===== src/rtl/counter_sequencer_if.sv =====
// Control, status and counter-facing signals of the counter run controller.
interface counter_sequencer_if #(
    parameter int unsigned W  = 4,
    parameter int unsigned TW = 8
) ();
    logic          start;
    logic          stop;
    logic          pause;
    logic          mode;
    logic [W-1:0]  period;
    logic [W-1:0]  count_in;
    logic          cnt_en;
    logic          cnt_clr;
    logic          busy;
    logic          tick;
    logic          done;
    logic [TW-1:0] tick_cnt;

    // Software/counter side: drives requests and the counter value.
    modport master (
        output start, stop, pause, mode, period, count_in,
        input  cnt_en, cnt_clr, busy, tick, done, tick_cnt
    );

    // Sequencer side.
    modport slave (
        input  start, stop, pause, mode, period, count_in,
        output cnt_en, cnt_clr, busy, tick, done, tick_cnt
    );
endinterface


===== src/rtl/counter_sequencer.sv =====
// Run controller for a W-bit binary counter: clears and enables the counter,
// detects the terminal count and produces one-shot or periodic ticks.
module counter_sequencer #(
    parameter int unsigned W  = 4,
    parameter int unsigned TW = 8
) (
    input  logic               clk,
    input  logic               reset,
    counter_sequencer_if.slave bus
);

    typedef enum logic [1:0] {
        IDLE  = 2'd0,
        CLEAR = 2'd1,
        RUN   = 2'd2,
        DONE  = 2'd3
    } state_t;

    state_t        state_q, state_d;
    logic          mode_q, mode_d;
    logic [W-1:0]  period_q, period_d;
    logic [TW-1:0] tick_cnt_q, tick_cnt_d;
    logic          tick_q, tick_d;
    logic          cnt_clr_q, cnt_clr_d;
    logic          done_q, done_d;
    logic          match;

    assign match = (bus.count_in == period_q);

    // State and registered outputs.
    always_ff @(posedge clk or posedge reset) begin
        if (reset) begin
            state_q    <= IDLE;
            mode_q     <= 1'b0;
            period_q   <= '0;
            tick_cnt_q <= '0;
            tick_q     <= 1'b0;
            cnt_clr_q  <= 1'b0;
            done_q     <= 1'b0;
        end else begin
            state_q    <= state_d;
            mode_q     <= mode_d;
            period_q   <= period_d;
            tick_cnt_q <= tick_cnt_d;
            tick_q     <= tick_d;
            cnt_clr_q  <= cnt_clr_d;
            done_q     <= done_d;
        end
    end

    // Next-state and next-register logic; stop overrides every other request.
    always_comb begin
        state_d    = state_q;
        mode_d     = mode_q;
        period_d   = period_q;
        tick_cnt_d = tick_cnt_q;
        tick_d     = 1'b0;

        unique case (state_q)
            IDLE: begin
                if (bus.start) begin
                    state_d    = CLEAR;
                    mode_d     = bus.mode;
                    period_d   = bus.period;
                    tick_cnt_d = '0;
                end
            end
            CLEAR: state_d = RUN;
            RUN: begin
                if (match) begin
                    state_d    = mode_q ? CLEAR : DONE;
                    tick_d     = 1'b1;
                    tick_cnt_d = tick_cnt_q + TW'(1);
                end
            end
            DONE: begin
                if (bus.start) begin
                    state_d    = CLEAR;
                    mode_d     = bus.mode;
                    period_d   = bus.period;
                    tick_cnt_d = '0;
                end
            end
            default: state_d = IDLE;
        endcase

        if (bus.stop) begin
            state_d    = IDLE;
            mode_d     = mode_q;
            period_d   = period_q;
            tick_cnt_d = tick_cnt_q;
            tick_d     = 1'b0;
        end

        cnt_clr_d = (state_d == CLEAR);
        done_d    = (state_d == DONE);
    end

    // Counter enable and busy decode directly from state.
    assign bus.cnt_en   = (state_q == RUN) & ~bus.pause & ~match;
    assign bus.busy     = (state_q == CLEAR) | (state_q == RUN);
    assign bus.cnt_clr  = cnt_clr_q;
    assign bus.tick     = tick_q;
    assign bus.done     = done_q;
    assign bus.tick_cnt = tick_cnt_q;

endmodule


===== src/flat_wrapper.sv =====
// flat-port wrapper written by rule: the top's interface ports become plain ports
module counter_sequencer_flat 
#(
    parameter int unsigned W  = 4,
    parameter int unsigned TW = 8
)
  (clk, reset, bus_start, bus_stop, bus_pause, bus_mode, bus_period, bus_count_in, bus_cnt_en, bus_cnt_clr, bus_busy, bus_tick, bus_done, bus_tick_cnt);
  counter_sequencer_if #(.W(W), .TW(TW)) bus_i ();
  input  logic clk;
  input  logic reset;
  input wire logic [$bits(bus_i.start)-1:0] bus_start;
  input wire logic [$bits(bus_i.stop)-1:0] bus_stop;
  input wire logic [$bits(bus_i.pause)-1:0] bus_pause;
  input wire logic [$bits(bus_i.mode)-1:0] bus_mode;
  input wire logic [$bits(bus_i.period)-1:0] bus_period;
  input wire logic [$bits(bus_i.count_in)-1:0] bus_count_in;
  output wire logic [$bits(bus_i.cnt_en)-1:0] bus_cnt_en;
  output wire logic [$bits(bus_i.cnt_clr)-1:0] bus_cnt_clr;
  output wire logic [$bits(bus_i.busy)-1:0] bus_busy;
  output wire logic [$bits(bus_i.tick)-1:0] bus_tick;
  output wire logic [$bits(bus_i.done)-1:0] bus_done;
  output wire logic [$bits(bus_i.tick_cnt)-1:0] bus_tick_cnt;
  assign bus_i.start = bus_start;
  assign bus_i.stop = bus_stop;
  assign bus_i.pause = bus_pause;
  assign bus_i.mode = bus_mode;
  assign bus_i.period = bus_period;
  assign bus_i.count_in = bus_count_in;
  assign bus_cnt_en = bus_i.cnt_en;
  assign bus_cnt_clr = bus_i.cnt_clr;
  assign bus_busy = bus_i.busy;
  assign bus_tick = bus_i.tick;
  assign bus_done = bus_i.done;
  assign bus_tick_cnt = bus_i.tick_cnt;
  counter_sequencer #(.W(W), .TW(TW)) u_core (.clk(clk), .reset(reset), .bus(bus_i));
endmodule

===== config.mk =====
export PLATFORM = sky130hd
export DESIGN_NAME = counter_sequencer_flat
export DESIGN_NICKNAME = d
export VERILOG_FILES = /design/src/rtl/counter_sequencer_if.sv /design/src/rtl/counter_sequencer.sv /design/src/flat_wrapper.sv
export SDC_FILE = /design/constraint.sdc
export NUM_CORES = 1
export LEC_CHECK = 0
export ABC_AREA = 1
export CORE_MARGIN = 8
export CORE_UTILIZATION = 29
export DETAILED_ROUTE_END_ITERATION = 6
export SLEW_MARGIN = 15
export SYNTH_ARGS = -nofsm -noshare
export SYNTH_HDL_FRONTEND = slang
export SYNTH_SLANG_ARGS = --single-unit
export TNS_END_PERCENT = 10

===== constraint.sdc =====
create_clock -name clk -period 4.8 [get_ports clk]
set_clock_uncertainty 0.15 [all_clocks]
set_input_delay 0.96 -clock clk [delete_from_list [all_inputs] [get_ports clk]]
set_output_delay 0.96 -clock clk [all_outputs]
set_load 0.02 [all_outputs]

# Word level (Yosys, flattened, before mapping)
# Cells that the tools add are included.
# totals
mem_count,0
register_bits,18
out_inout_bits,13
inputBits,14
romBits,0
latchBits,0
mem_bits_rw,0
# op_classes
bitwise_logic,6
n_div,0
eq_ne,8
n_mux,11
reduce_logical,5
multipliers,0
add_sub_neg,1
n_lt_le_gt_ge,0
shifts,0
# ops
op,count
2-to-1 mux 8 bit,2
one-hot mux 8 bit (2 select lines),1
adder 8 x 1 -> 8 bit (second input constant),1
2-to-1 mux 2 bit,4
== test 2 bit (second input constant),3
one-hot mux 2 bit (3 select lines),1
== test 2 x 1 -> 1 bit (second input constant),2
== test 4 bit,1
!= test 2 x 1 -> 1 bit (second input constant),2
AND reduction 4 bit,1
2-to-1 mux 1 bit,3
NOT 1 bit,3
AND reduction 3 bit,1
bitwise AND 1 bit,2
zero test 2 bit,1
nonzero test 2 bit,1
OR reduction 2 bit,1
OR 1 bit,1

# Longest topological paths before layout
# logic_depth
word_depth,5
depth_mapped,10
depth_no_buf,10

# Least setup slack after synthesis
# OpenSTA, ideal clock, no wires.
# synth_path
path_type,input port to output port
from,input bus_count_in[3]
to,output bus_cnt_en
cell_stages,7
arrival_time_ns,1.580
path_buffers,0
setup_slack_ns,2.110
cell_sequence,nand2_1 -> inv_1 -> nor2_1 -> nor2_1 -> nand2_1 -> nand2_2 -> nor2_1
# synth_between
elab_chain_len,3
# synth_rtl
item,line,source
from (decl),flat_wrapper.sv:16,input wire logic [$bits(bus_i.count_in)-1:0] bus_count_in;
== test 4 bit,counter_sequencer.sv:28,assign match = (bus.count_in == period_q);
NOT 1 bit,counter_sequencer.sv:100,assign bus.cnt_en = (state_q == RUN) & ~bus.pause & ~match;
bitwise AND 1 bit,counter_sequencer.sv:100,
to (decl),flat_wrapper.sv:17,output wire logic [$bits(bus_i.cnt_en)-1:0] bus_cnt_en;
# No other way between the ends.

# Worst setup path in the final report
# Ends and elaborated chain as after synthesis.

==> impl_metrics.ini <==
[die]
dieHeight_um = 74.5
initial_utilization_pct = 29.9
fp.dieW_um = 74.5
placeableCoreArea_um2 = 3310
dieArea_um2 = 5540
boundaryPins = 27
placementRows = 21

[global_route]
grt_pass1_wl_um = 4100
use_met2_pct = 16.6
largest_net_degree_at_the_start_of_global_routing = 19
total_overflow_reported_by_the_global_router = 0
first_global_vias = 925
grt_util_all_layers_pct = 9.51
met3_usage_pct = 3.77
gr_util_met1_pct = 10.1
gr_peak_layer = met2
grt_antenna_before_repair = 0

[clocking]
clk_pin_slew_worst_paths_ps = 110
clock_root_buffer = sky130_fd_sc_hd__clkbuf_4
cts-buffers-inserted = 3
clk_path_buf_depth = 2
number_of_hold_buffers_added_after_cts = 0
postcts_setup_bufs = 0
cts_sink_count = 18
htree_num_levels = 1
cts_repair_resize_count = 0
cts_tree = built
clkLatencyLatePin_ps = 290

[finish]
share_of_layout_cells_above_drive_strength_1_pct = 13.8
multi_input_comb_area_um2 = 469
area_used_by_sequential_logic_in_the_layout_um2 = 450
nNetsFinal = 170
fillCellCount = 367
final_cell_area_um2 = 1330
syn_to_final_growth_pct = 34.6
fin_cells = 198
antenna_cells = 0
final_util_pct = 40.3

[routing]
finalWirelength_um = 2330
drt_pre_antenna_iters = 4
route.detailed.vias_per_inst = 4.40
drt_iter0_markers = 71
post_detailed_route_wirelength_per_cell_um = 11.8
drt_drc_violations_left = 0
ant_nets = 0
detailroute.via_count = 871

[pwr]
power.switching_fraction_pct = 37.1
internal_power_mw = 0.308
power.combinational.fraction_pct = 38.9
p_leak_nw = 0.625
irDropWorstVdd_mv = 0.152
share_seq_of_total_power_pct = 41.8
powerDensity_nw_per_um2 = 368
power_mw = 0.490
power_frac_clock_pct = 19.2
net-switching-power_mw = 0.182

[setup_path]
timing.reg2reg.setup_slack_ps = 3000
critical_path.reg2reg.endpoint = u_core.bus.done
crit_type = input port to output pin
setup.worst_path.start_class = input port
critical_path_data_required_time_ps = 3690
worstRegToRegCells = 8
reg2reg_from = u_core.state_q[0]
worstSetupEndpointType = output pin
timing.critical_path.fanout_max = 3
endpoint_arrival_time_on_the_critical_path_ps = 2500

[yosys]
synth_area_um2 = 991
synth.distinct_cells = 19
synthCells = 123
synthesis.area_per_instance_um2 = 8.06
ys.warnings.count = 0
yosysSeqAreaShare_pct = 45.5
postSynthRegisterBits = 18
mappedNetlistNets = 140

[placement]
placed_cells = 194
dpl_worst_slack_ps = 1190
gp_congestion = 0.780
io_buffer_count = 26
placedInstanceArea_um2 = 1300
dpl.hpwl_um = 1800

[timing]
timing.setup.tns_ps = 0
postLayoutSetupSlackWorst_ps = 1190
relSlewSlack_pct = 51.8
tightestPinTransition_ps = 723
rsz0062_at_grt = no
final-setup-viol-count = 0
hold_viol_final = 0
final-max-slew-violation-count = 0
min_period_over_period_pct = 75.2
final.hold.worst_slack_ps = 374
final_period_minus_worst_setup_slack_ps = 3610
timing.fmax_mhz = 277

[min_path]
hold_depth = 1
whs_endpoint = u_core.mode_q
hold_path.class = flip-flop to flip-flop
hold_path.startpoint = u_core.mode_q

[status]
run_status = complete, no violations

[run]
max_cap_viol_count = 0
==> sequential cells by signal, indices dropped and copies added, names as in the netlist <==
signal               count
u_core.bus.tick_cnt      8
u_core.period_q          4
u_core.mode_q            1
u_core.bus.done          1
u_core.state_q           2
u_core.bus.cnt_clr       1
u_core.bus.tick          1
==> how the worst max path moves through the flow <==
stage	to	start	slack [ps]	cells past startpoint
detailed placement	bus_cnt_en	bus_count_in[3]	1190	8
finish	bus_cnt_en	bus_count_in[3]	1190	8
CTS	bus_cnt_en	bus_count_in[3]	1190	8
global route	bus_cnt_en	bus_count_in[3]	1020	9
global placement	bus_cnt_en	bus_count_in[3]	1220	8
floorplan	bus_cnt_en	bus_count_in[3]	2110	7
==> final cells by class <==
type,count,area share (%)
clock buffer,4,2.72
inverter,16,4.50
multi-input combinational,88,35.2
sequential,18,33.8
tap,46,4.32
timing repair buffer,26,19.5
==> metal layers <==
metal	part of all wire, %	vias to the layer above
li1	-	449
met1	41	402
met2	50	18
met3	8.4	2
met4	0.52	0
met5	0	-
==> placed cells by master (no fill, tap or decap), drive strengths merged <==
master,Yosys,routed
dfrtp,18,18
mux2,2,2
nand3,9,9
nand4,2,2
or2,4,4
a21oi,7,7
clkbuf,0,4
o21bai,1,1
ha,3,3
nand2,35,35
inv,15,15
a31o,1,1
clkinv,1,1
nor2,16,16
clkdlybuf4s50,0,26
o21ai,8,8
==> power groups by stage <==
stage | registers, mW | logic (mW) | clock network [mW]
floorplan | 0.215 | 0.119 | 0
global placement | 0.206 | 0.188 | 0
detailed placement | 0.209 | 0.193 | 0
CTS | 0.205 | 0.194 | 0.0990
global route | 0.208 | 0.216 | 0.109
finish | 0.205 | 0.191 | 0.0943
==> Yosys cell counts <==
master                     instances  area share, %
sky130_fd_sc_hd__nand3_1           8            4.0
sky130_fd_sc_hd__o21ai_2           7            6.2
sky130_fd_sc_hd__nand3_4           1            1.8
sky130_fd_sc_hd__nor2_2            1           0.63
sky130_fd_sc_hd__nor2_1           15            5.7
sky130_fd_sc_hd__a21oi_1           7            3.5
sky130_fd_sc_hd__nand4_1           2            1.3
sky130_fd_sc_hd__nand2_1          34             13
sky130_fd_sc_hd__nand2_2           1           0.63
sky130_fd_sc_hd__inv_1            15            5.7
sky130_fd_sc_hd__ha_1              3            3.8
sky130_fd_sc_hd__or2_2             4            2.5
sky130_fd_sc_hd__o21ai_1           1           0.50
sky130_fd_sc_hd__mux2_2            2            2.3
sky130_fd_sc_hd__a31o_2            1           0.88
sky130_fd_sc_hd__o21bai_1          1           0.76
sky130_fd_sc_hd__dfrtp_1          18             45
sky130_fd_sc_hd__buf_6             1            1.1
sky130_fd_sc_hd__clkinv_1          1           0.38
==> worst max-delay path: stages <==
cell and delay (ps):
sky130_fd_sc_hd__clkdlybuf4s50_1 490, sky130_fd_sc_hd__nor2_1 50, sky130_fd_sc_hd__nor2_1 90, sky130_fd_sc_hd__nor2_1 60
sky130_fd_sc_hd__nand2_1 70, sky130_fd_sc_hd__nand2_2 80, sky130_fd_sc_hd__nor2_1 90, sky130_fd_sc_hd__clkdlybuf4s50_1 600
==> cells by family after synthesis <==
kind of cell,synth area share [%]
buffers and inverters,7.20
and+or+nand+nor,29.4
muxes,2.27
adders and majority gates,3.79
DFF,45.5
AOI/OAI and AO/OA,11.9
Power figures use the tool's default switching activity.
